==> config.mk <==
export PLATFORM = sky130hd
export DESIGN_NAME = counter_timer_n_flat
export DESIGN_NICKNAME = d
export VERILOG_FILES = /design/src/rtl/timer_pkg.sv /design/src/rtl/counter_timer_n_if.sv /design/src/rtl/timer_chan.sv /design/src/rtl/counter_timer_n.sv /design/src/flat_wrapper.sv
export SDC_FILE = /design/constraint.sdc
export NUM_CORES = 1
export LEC_CHECK = 0
export BUFFER_PORTS_ARGS = -buffer_cell sky130_fd_sc_hd__buf_2
export CORE_ASPECT_RATIO = 1.2
export CORE_MARGIN = 2
export CORE_UTILIZATION = 50
export CTS_CLUSTER_SIZE = 20
export DETAILED_ROUTE_END_ITERATION = 6
export GPL_TIMING_DRIVEN = 0
export HOLD_SLACK_MARGIN = 0.05
export PLACE_DENSITY = 0.71
export SKIP_LAST_GASP = 1
export SLEW_MARGIN = 20
export SYNTH_ARGS = -nofsm -noshare
export SYNTH_HDL_FRONTEND = slang
export SYNTH_SLANG_ARGS = --single-unit
==> constraint.sdc <==
create_clock -name clk -period 2.8 [get_ports clk]
set_clock_uncertainty 0.1 [all_clocks]
set_input_delay 0.42 -clock clk [delete_from_list [all_inputs] [get_ports clk]]
set_output_delay 0.42 -clock clk [all_outputs]
set_load 0.05 [all_outputs]
==> src/rtl/timer_pkg.sv <==
// Shared definitions for the N-channel counter/timer: mode and register
// select encodings and the CTRL register layout.
package timer_pkg;

    localparam int unsigned MODE_W = 2;
    localparam int unsigned REG_W  = 2;
    localparam int unsigned CTRL_W = 4;

    // CTRL bit positions
    localparam int unsigned CTRL_EN_BIT   = 0;
    localparam int unsigned CTRL_MODE_LSB = 1;
    localparam int unsigned CTRL_MODE_MSB = 2;
    localparam int unsigned CTRL_IE_BIT   = 3;

    typedef enum logic [MODE_W-1:0] {
        TM_ONESHOT  = 2'd0,
        TM_PERIODIC = 2'd1,
        TM_SQUARE   = 2'd2,
        TM_FREERUN  = 2'd3
    } tm_mode_e;

    typedef enum logic [REG_W-1:0] {
        TR_LOAD = 2'd0,
        TR_CTRL = 2'd1,
        TR_ICLR = 2'd2,
        TR_RSVD = 2'd3
    } tr_reg_e;

    // Packed so that the struct overlays CTRL bits [3:0] directly.
    typedef struct packed {
        logic     ie;
        tm_mode_e mode;
        logic     en;
    } ctrl_t;

    function automatic ctrl_t ctrl_decode(input logic [CTRL_W-1:0] v);
        return ctrl_t'(v);
    endfunction

endpackage

==> src/rtl/counter_timer_n_if.sv <==
// MIO peripheral port of the counter/timer.
//   counter_we  : single-cycle write strobe
//   counter_ch  : channel select for write and read
//   counter_reg : register select (LOAD/CTRL/ICLR/reserved)
//   counter_val : write data
//   counter_out : count of the selected channel (combinational read)
interface counter_timer_n_if #(
    parameter int unsigned WIDTH = 32,
    parameter int unsigned CH_W  = 2
);
    logic             counter_we;
    logic [CH_W-1:0]  counter_ch;
    logic [1:0]       counter_reg;
    logic [WIDTH-1:0] counter_val;
    logic [WIDTH-1:0] counter_out;

    modport master (
        output counter_we, counter_ch, counter_reg, counter_val,
        input  counter_out
    );

    modport slave (
        input  counter_we, counter_ch, counter_reg, counter_val,
        output counter_out
    );
endinterface

==> src/rtl/timer_chan.sv <==
// One timer channel: reload/count/CTRL/pending registers, tick edge detect
// and the four counting modes.
//   clk, rst        : clock, synchronous active-high reset
//   tick_in         : divider tap, counted on its rising edge
//   wr_load/ctrl/iclr : decoded single-cycle writes to this channel
//   wr_val          : write data
//   count           : current count
//   chan_out        : expiry/waveform output
//   irq_c           : pending and enabled interrupt
module timer_chan
    import timer_pkg::*;
#(
    parameter int unsigned WIDTH = 32
) (
    input  logic             clk,
    input  logic             rst,
    input  logic             tick_in,
    input  logic             wr_load,
    input  logic             wr_ctrl,
    input  logic             wr_iclr,
    input  logic [WIDTH-1:0] wr_val,
    output logic [WIDTH-1:0] count,
    output logic             chan_out,
    output logic             irq_c
);

    logic [WIDTH-1:0] reload_q, reload_d;
    logic [WIDTH-1:0] count_q,  count_d;
    ctrl_t            ctrl_q,   ctrl_d;
    logic             pend_q,   pend_d;
    logic             out_q,    out_d;
    logic             pulse_q,  pulse_d;   // out_q is a one-cycle pulse
    logic             tick_q;
    logic             tick;
    logic             expire;

    assign tick = tick_in & ~tick_q;

    // Next-state: writes take priority over (and swallow) a coincident tick,
    // except ICLR, which lets an expiry in the same cycle re-set pend.
    always_comb begin
        reload_d = reload_q;
        count_d  = count_q;
        ctrl_d   = ctrl_q;
        pend_d   = pend_q;
        out_d    = pulse_q ? 1'b0 : out_q;
        pulse_d  = 1'b0;
        expire   = 1'b0;

        if (wr_load) begin
            reload_d = wr_val;
            count_d  = wr_val;
            out_d    = 1'b0;
        end else if (wr_ctrl) begin
            ctrl_d = ctrl_decode(wr_val[CTRL_W-1:0]);
        end else if (tick && ctrl_q.en &&
                     (ctrl_q.mode == TM_FREERUN || count_q != '0)) begin
            case (ctrl_q.mode)
                TM_ONESHOT: begin
                    count_d = count_q - WIDTH'(1);
                    if (count_q == WIDTH'(1)) begin
                        out_d     = 1'b1;
                        ctrl_d.en = 1'b0;
                        expire    = 1'b1;
                    end
                end
                TM_PERIODIC, TM_SQUARE: begin
                    if (count_q == WIDTH'(1)) begin
                        count_d = reload_q;
                        expire  = 1'b1;
                        if (ctrl_q.mode == TM_PERIODIC) begin
                            out_d   = 1'b1;
                            pulse_d = 1'b1;
                        end else begin
                            out_d = ~out_q;
                        end
                    end else begin
                        count_d = count_q - WIDTH'(1);
                    end
                end
                TM_FREERUN: begin
                    count_d = count_q + WIDTH'(1);
                    if (&count_q) begin
                        out_d   = 1'b1;
                        pulse_d = 1'b1;
                        expire  = 1'b1;
                    end
                end
            endcase
        end

        if (wr_iclr) begin
            pend_d = 1'b0;
        end
        if (expire && ctrl_q.ie) begin
            pend_d = 1'b1;
        end
    end

    // State registers
    always_ff @(posedge clk) begin
        if (rst) begin
            reload_q <= '0;
            count_q  <= '0;
            ctrl_q   <= '0;
            pend_q   <= 1'b0;
            out_q    <= 1'b0;
            pulse_q  <= 1'b0;
            tick_q   <= 1'b0;
        end else begin
            reload_q <= reload_d;
            count_q  <= count_d;
            ctrl_q   <= ctrl_d;
            pend_q   <= pend_d;
            out_q    <= out_d;
            pulse_q  <= pulse_d;
            tick_q   <= tick_in;
        end
    end

    assign count    = count_q;
    assign chan_out = out_q;
    assign irq_c    = pend_q & ctrl_q.ie;

endmodule

==> src/rtl/counter_timer_n.sv <==
// Parametrised N-channel timer: write decode onto CH timer_chan instances,
// combinational read mux of the selected count and the combined interrupt.
//   clk, rst : clock, synchronous active-high reset
//   bus      : MIO peripheral port (slave side)
//   tick_in  : per-channel divider taps
//   chan_out : per-channel expiry/waveform outputs
//   irq      : OR of all pending-and-enabled interrupts
module counter_timer_n
    import timer_pkg::*;
#(
    parameter int unsigned CH    = 3,
    parameter int unsigned WIDTH = 32,
    parameter int unsigned CH_W  = 2
) (
    input  logic          clk,
    input  logic          rst,
    counter_timer_n_if.slave bus,
    input  logic [CH-1:0] tick_in,
    output logic [CH-1:0] chan_out,
    output logic          irq
);

    tr_reg_e          reg_sel;
    logic [WIDTH-1:0] count_a [CH];
    logic [CH-1:0]    irq_vec;
    logic [WIDTH-1:0] counter_out_c;

    assign reg_sel = tr_reg_e'(bus.counter_reg);

    for (genvar g = 0; g < CH; g++) begin : g_chan
        logic hit;
        assign hit = bus.counter_we && (bus.counter_ch == CH_W'(g));

        timer_chan #(.WIDTH(WIDTH)) u_chan (
            .clk      (clk),
            .rst      (rst),
            .tick_in  (tick_in[g]),
            .wr_load  (hit && reg_sel == TR_LOAD),
            .wr_ctrl  (hit && reg_sel == TR_CTRL),
            .wr_iclr  (hit && reg_sel == TR_ICLR),
            .wr_val   (bus.counter_val),
            .count    (count_a[g]),
            .chan_out (chan_out[g]),
            .irq_c    (irq_vec[g])
        );
    end

    // Read mux; unimplemented channel numbers read as zero.
    always_comb begin
        counter_out_c = '0;
        for (int i = 0; i < CH; i++) begin
            if (bus.counter_ch == CH_W'(i)) begin
                counter_out_c = count_a[i];
            end
        end
    end

    assign bus.counter_out = counter_out_c;
    assign irq             = |irq_vec;

endmodule

==> src/flat_wrapper.sv <==
// flat-port wrapper written by rule: the top's interface ports become plain ports
module counter_timer_n_flat import timer_pkg::*;
#(
    parameter int unsigned CH    = 3,
    parameter int unsigned WIDTH = 32,
    parameter int unsigned CH_W  = 2
)
  (clk, rst, tick_in, chan_out, irq, bus_counter_we, bus_counter_ch, bus_counter_reg, bus_counter_val, bus_counter_out);
  counter_timer_n_if #(.WIDTH(WIDTH), .CH_W(CH_W)) bus_i ();
  input  logic clk;
  input  logic rst;
  input  logic [CH-1:0] tick_in;
  output logic [CH-1:0] chan_out;
  output logic irq;
  input wire logic [$bits(bus_i.counter_we)-1:0] bus_counter_we;
  input wire logic [$bits(bus_i.counter_ch)-1:0] bus_counter_ch;
  input wire logic [$bits(bus_i.counter_reg)-1:0] bus_counter_reg;
  input wire logic [$bits(bus_i.counter_val)-1:0] bus_counter_val;
  output wire logic [$bits(bus_i.counter_out)-1:0] bus_counter_out;
  assign bus_i.counter_we = bus_counter_we;
  assign bus_i.counter_ch = bus_counter_ch;
  assign bus_i.counter_reg = bus_counter_reg;
  assign bus_i.counter_val = bus_counter_val;
  assign bus_counter_out = bus_i.counter_out;
  counter_timer_n #(.CH(CH), .WIDTH(WIDTH), .CH_W(CH_W)) u_core (.clk(clk), .rst(rst), .bus(bus_i), .tick_in(tick_in), .chan_out(chan_out), .irq(irq));
endmodule
# Word-level counts from Yosys, hierarchy flattened
# Index checks and enable logic that the tools add are counted.
dict set report word_totals {
  reg_bits 216
  rom_bits 0
  ram_bits 0
  latchBits 0
  mem_count 0
}
dict set report classes {
  multipliers 0
  n_addsub 6
  order_cmp 0
  n_eq_ne 19
  div_mod_pow 0
  bitwise 18
  reduce_logical 72
  muxes 87
  shift 0
}
# op count
set ops {}
lappend ops {{$mux W32} 15}
lappend ops {{$pmux W32 S3} 3}
lappend ops {{$add A32 B1 Y32 const B} 3}
lappend ops {{$eq A32 B1 Y1 const B} 3}
lappend ops {{$reduce_and A32 Y1} 3}
lappend ops {{$reduce_bool A32 Y1} 3}
lappend ops {{$sub A32 B1 Y32 const B} 3}
lappend ops {{$mux W1} 60}
lappend ops {{$reduce_bool A2 Y1} 15}
lappend ops {{$logic_and A1 B1 Y1} 21}
lappend ops {{$eq A2 B2 Y1 const B} 8}
lappend ops {{$not A1 Y1} 12}
lappend ops {{$pmux W1 S2} 6}
lappend ops {{$reduce_and A2 Y1} 6}
lappend ops {{$reduce_and A4 Y1} 3}
lappend ops {{$reduce_or A2 Y1} 6}
lappend ops {{$reduce_or A3 Y1} 4}
lappend ops {{$reduce_or A4 Y1} 3}
lappend ops {{$eq A2 B1 Y1 const B} 5}
lappend ops {{$logic_not A2 Y1} 5}
lappend ops {{$pmux W1 S3} 3}
lappend ops {{$and A1 B1 Y1} 6}
lappend ops {{$ne A2 B2 Y1 const B} 3}
lappend ops {{$logic_or A1 B1 Y1} 3}

# Logic depth before layout (Yosys ltp)
dict set report depth {
  word_depth 9
  ltp_mapped 12
  ltp_nobuf 9
}

# By module
# From an unflattened synthesis, not the netlist that was laid out.
dict set report hier_totals {
  hier_cells 2086
  hier_area_um2 16056.6
}
# module cells_per_inst instances seq_area_each_um2 area_each_um2
set modules_own_cells {}
lappend modules_own_cells {{timer_chan (u_core.g_chan[0].u_chan ...)} 675 2 1441.4 5144.9}
lappend modules_own_cells {{timer_chan (u_core.g_chan[2].u_chan)} 644 1 1441.4 4972.3}
lappend modules_own_cells {counter_timer_n 92 1 0.0 794.5}

# Worst setup path after synthesis
# No wires, ideal clock.
dict set report synth_path {
  path_kind {input to output}
  startpoint {input bus_counter_ch[0]}
  endpoint {output bus_counter_out[11]}
  slack_ns -0.183
  t_arrival_ns 2.463
  n_path_buf 2
  stages 4
  path_cell_list {clkbuf_1 buf_1 mux2i_1 o21ai_0}
}
dict set report synth_between {
  elab_chain_len 4
  elab_cells_between_ends 6
}
# item line_no
set synth_lines {}
lappend synth_lines {{start, declared} flat_wrapper.sv:16} ;# input wire logic [$bits(bus_i.counter_ch)-1:0] bus_counter_ch;
lappend synth_lines {{$logic_not A2 Y1} counter_timer_n.sv:52} ;# if (bus.counter_ch == CH_W'(i)) begin
lappend synth_lines {{$mux W32 (2 in series)} counter_timer_n.sv:52}
lappend synth_lines {{$mux W32 *} counter_timer_n.sv:52}
lappend synth_lines {{end, declared} flat_wrapper.sv:19} ;# output wire logic [$bits(bus_i.counter_out)-1:0] bus_counter_out;
# Mark *: on every way between the ends. The rest lies on a longest branch, timed or not.

# Worst setup path after layout
dict set report layout_path {
  startpoint {register u_core.g_chan[1].u_chan.ctrl_q[1] (netlist name)}
  endpoint {register u_core.g_chan[1].u_chan.count_q[23]}
}
dict set report layout_between {
  elab_chain_len 6
  elab_cells_between_ends 13
}
# item line_no
set layout_lines {}
lappend layout_lines {{start, declared} timer_chan.sv:29} ;# ctrl_t ctrl_q, ctrl_d;
lappend layout_lines {{start signal, assigned} timer_chan.sv:113} ;# ctrl_q <= ctrl_d;
lappend layout_lines {{$eq A2 B1 Y1 / $eq A2 B2 Y1 (equally long branches)} timer_chan.sv:58} ;# case (ctrl_q.mode)
lappend layout_lines {{$reduce_or A2 Y1} timer_chan.sv:58}
lappend layout_lines {{$pmux W32 S3} timer_chan.sv:58}
lappend layout_lines {{$mux W32} timer_chan.sv:56} ;# end else if (tick && ctrl_q.en &&
lappend layout_lines {{$mux W32} timer_chan.sv:54} ;# end else if (wr_ctrl) begin
lappend layout_lines {{$mux W32} timer_chan.sv:50} ;# if (wr_load) begin
lappend layout_lines {{end signal, assigned} timer_chan.sv:112} ;# count_q <= count_d;
lappend layout_lines {{end, declared} timer_chan.sv:28} ;# logic [WIDTH-1:0] count_q, count_d;
# Several ways; a longest one is shown, not always the timed one. The select of a mux whose other input is x is not followed.
# A chain may end at the register's enable or synchronous reset.

==> summary.md <==
| Metric | Value |
|---|---|
| DRT iter0 DRCs | 2,452 |
| Endpoints failing hold | 0 |
| Yosys top cell by area | dfxtp_1 |
| Pwr Total | 0.00811 W |
| Critical register-to-register path startpoint | u_core.g_chan[1].u_chan.ctrl_q[1] |
| Final Cell Area | 18,000 sq um |
| Worst path cell trace | ha_1 -> clkbuf_1 -> nand3b_1 -> o31ai_4 -> nor2_4 -> clkbuf_2 -> o21ai_0 -> a211oi_1 |
| P per Cell Area | 449 nW/um^2 |
| Num ports | 78 |
| Initial antenna violation count | 2 |
| Clock Tree Buf Depth | 3 |
| Area after DPL | 15,900 sq um |
| GRT Total Usage | 0.460 |
| WL final | 74,900 microns |
| Max Fclk | 0.356 GHz |
| Crit path max-delay family | buffers and inverters |
| Port buffer count | 75 |
| Clock period minus worst slack | 2.81 ns |
| Final WS setup | -0.0118 ns |
| Vias per cell | 6.87 |
| CP max stage delay | 0.52 ns |
| Vias in the first global route | 17.0k |
| Worst-Skew Late Latency | 0.57 ns |
| Post-synth EDFFs | 0 |
| RSZ-0062 raised after global routing | true |
| Sequential-to-total area share from yosys stat | 0.288 |
| Post-DP HPWL | 54,200 microns |
| Min-delay src | bus_counter_val[8] |
| Async SR Flop Fraction | 0 |
| R2R depth | 8 |
| Initial Util | 0.507 |
| WHS Endpoint | u_core.g_chan[2].u_chan.reload_q[8] |
| Setup TNS | -0.0325 ns |
| Die area | 31,500 sq um |
| Syn. warnings | 0 |
| Avg Inst Size Synth | 7.21 sq um |
| Via count | 18.0k |
| Clock sink count | 216 |
| Count of cell types in the netlist | 89 |
| Dpl ws | -1.30 ns |
| WHS Path Cells | 3 |
| Largest net degree at the start of global routing | 13 |
| Max cap viols | 0 |
| Top cells by area, synth | dfxtp_1, nand2_1, a21oi_1 |
| Hold/Removal Path Class | input pin to register |
| Core area | 29,600 sq um |
| Violated checks | DRC, setup timing |
| Critical Path AT | 3.19 ns |
| Final Wtd Congestion | 1.08 |
| Flops & latches, synth | 216 |
| Reg2reg setup slack | -0.01 ns |
| Final Max Slew Viols | 0 |
| H-tree level count | 1 |
| CP Data Required Time | 3.18 ns |
| DRC viols | 2 |
| Pleak | 6.45 nW |
| Core Rows | 69 |
| Crit Path Max Fanout | 10 |
| Syn nets | 2,144 |
| Crit path kind | register to register |
| Worst path buffer plus inverter count | 2 |
| Num CTS Buffers | 25 |
| Peak supply drop | 0.539 mV |
| Slew HR | 0.141 |
| Worst setup EP type | register |
| Worst slew pin tran | 1.29 ns |
| Ys flop type | dfxtp_1 |
| WL/cell | 28.6 microns |
| Status | complete, but fails checks |
| Post-detailed-route count of antenna-violating nets | 0 |
| Worst R2R End | u_core.g_chan[1].u_chan.count[23] |
| Mapped Area | 15,000 sq um |
| Remaining Overflow, GRT | 0 |
| P&R area growth vs syn | 20.1% |
| Layout cells sized above 1 | 0.183 |
| Clock transition at path regs | 0.06 ns |
| Synth top area share | 0.288 |
| Critical-path top delay cell | clkbuf_1 |
| Final net count | 2,276 |
| Final setup viols | 5 |
| Final Cycle Share | 1.00 |
| First-pass GRT wire length | 108,000 microns |
| Startpoint Class | register |
| TritonCTS clock tree | built |
| Number of iterations in the first detailed-routing pass | 7 |
| Cells after Synth | 2,084 |
| Final Core Density | 0.609 |
| Clock root buffer master | clkbuf_16 |
| Chip Height | 194 microns |
| Die width | 162 microns |
power by group:
part / switching (W) / internal, W / total, W
Sequential: 0.0000673 / 0.00312 / 0.00319
Combinational: 0.00104 / 0.000609 / 0.00165
Clock: 0.00141 / 0.00186 / 0.00327
registers in the layout, indices dropped and copies added, names as in the netlist:
register	count
u_core.g_chan.u_chan.count	96
u_core.g_chan.u_chan.reload_q	96
u_core.g_chan.u_chan.pulse_q	3
u_core.g_chan.u_chan.tick_q	3
u_core.g_chan.u_chan.pend_q	3
u_core.g_chan.u_chan.ctrl_q	12
u_core.g_chan.u_chan.chan_out	3
kinds of logic after synthesis:
group	Yosys count	synth area share
AND/OR/NAND/NOR	828	0.273
adder cells (fa/ha/maj)	18	0.0150
flip-flops	216	0.288
XOR/XNOR	133	0.0775
multiplexers	35	0.0235
buffers and inverters	256	0.0695
AO/OA/AOI/OAI	598	0.254
synth_stat cells, drive strengths merged, types with 7 or more instances:
cell and count:
nand2 340, dfxtp 216, a21oi 181, clkbuf 178
o21ai 157, nor2 118, xnor2 99, nand3 71
nor4 68, a211oi 67, nor3 60, buf 45
nand4 38, xor2 34, inv 33, mux2i 33
a221oi 31, or3 20, ha 18, and3 17
o221ai 17, o22ai 17, a31oi 16, a22o 15
and2 15, and4 15, nor2b 15, a2111oi 13
nand2b 12, or4 11, o211ai 9, nor3b 8
or2 8, a21o 7, a221o 7, o31ai 7
worst max-delay path by stage:
stage | startpoint | to | slack (ns) | cells past startpoint
after floorplan | u_core.g_chan[0].u_chan.count[0] | u_core.g_chan[0].u_chan.count[31] | 0.02 | 11
after global placement | u_core.g_chan[0].u_chan.count[1] | u_core.g_chan[0].u_chan.count[27] | -1.33 | 10
after detailed placement | u_core.g_chan[2].u_chan.count[13] | u_core.g_chan[2].u_chan.count[25] | -1.30 | 8
after CTS | u_core.g_chan[2].u_chan.count[11] | u_core.g_chan[2].u_chan.count[25] | -0.10 | 8
after global routing | u_core.g_chan[2].u_chan.count[4] | u_core.g_chan[2].u_chan.count[27] | -0.03 | 10
final | u_core.g_chan[1].u_chan.ctrl_q[1] | u_core.g_chan[1].u_chan.count[23] | -0.01 | 8
what timing repair did:
action	CTS	global route
gates cloned	0	2
setup endpoints to repair	136	104
hold endpoints to repair	3	0
resized for setup	145	128
buffers inserted	47	21
hold buffers	3	0
pin swaps	29	17
cells in the final DEF (no fill, tap or decap), drive strengths merged, types with 18 or more instances in the layout:
cell type,Yosys,routed
a221oi,31,31
nand4,38,38
dfxtp,216,216
o21ai,157,157
mux2i,33,33
nor4,68,68
clkbuf,178,168
ha,18,18
a21oi,181,181
or3,20,20
inv,33,34
xor2,34,34
a211oi,67,67
xnor2,99,99
nor3,60,60
nand2,340,340
nand3,71,71
nor2,118,118
buf,45,194
metrics by stage:
step                std cells  hold WS, ns
floorplan                2084        0.331
global placement         2549        0.337
detailed placement       2551        0.345
CTS                      2621       0.0680
global route             2621       0.0646
finish                   2623       0.0757
worst min-delay path, cell delays in order:
cell,delay [ns]
buf_2,0.16
nand2_1,0.07
a21oi_1,0.05
metal layers:
layer	vias up	wire, microns	track usage
li1	7805	-	-
met1	8496	26900	0.563
met2	1344	33000	0.718
met3	378	9060	0.102
met4	4	5990	0.318
met5	-	23	0
final cells by class:
cell class              instances  area [sq um]
well taps                     390           488
plain buffers                 178           911
clock buffers                  38           724
multi-input cells            1613         10400
clock inverters                 4          48.8
flip-flops and latches        216          4340
diodes                          2          5.00
fillers                      2837         11600
inverters                      33           124
repair buffers                149           962
Power figures use the tool's default switching activity.
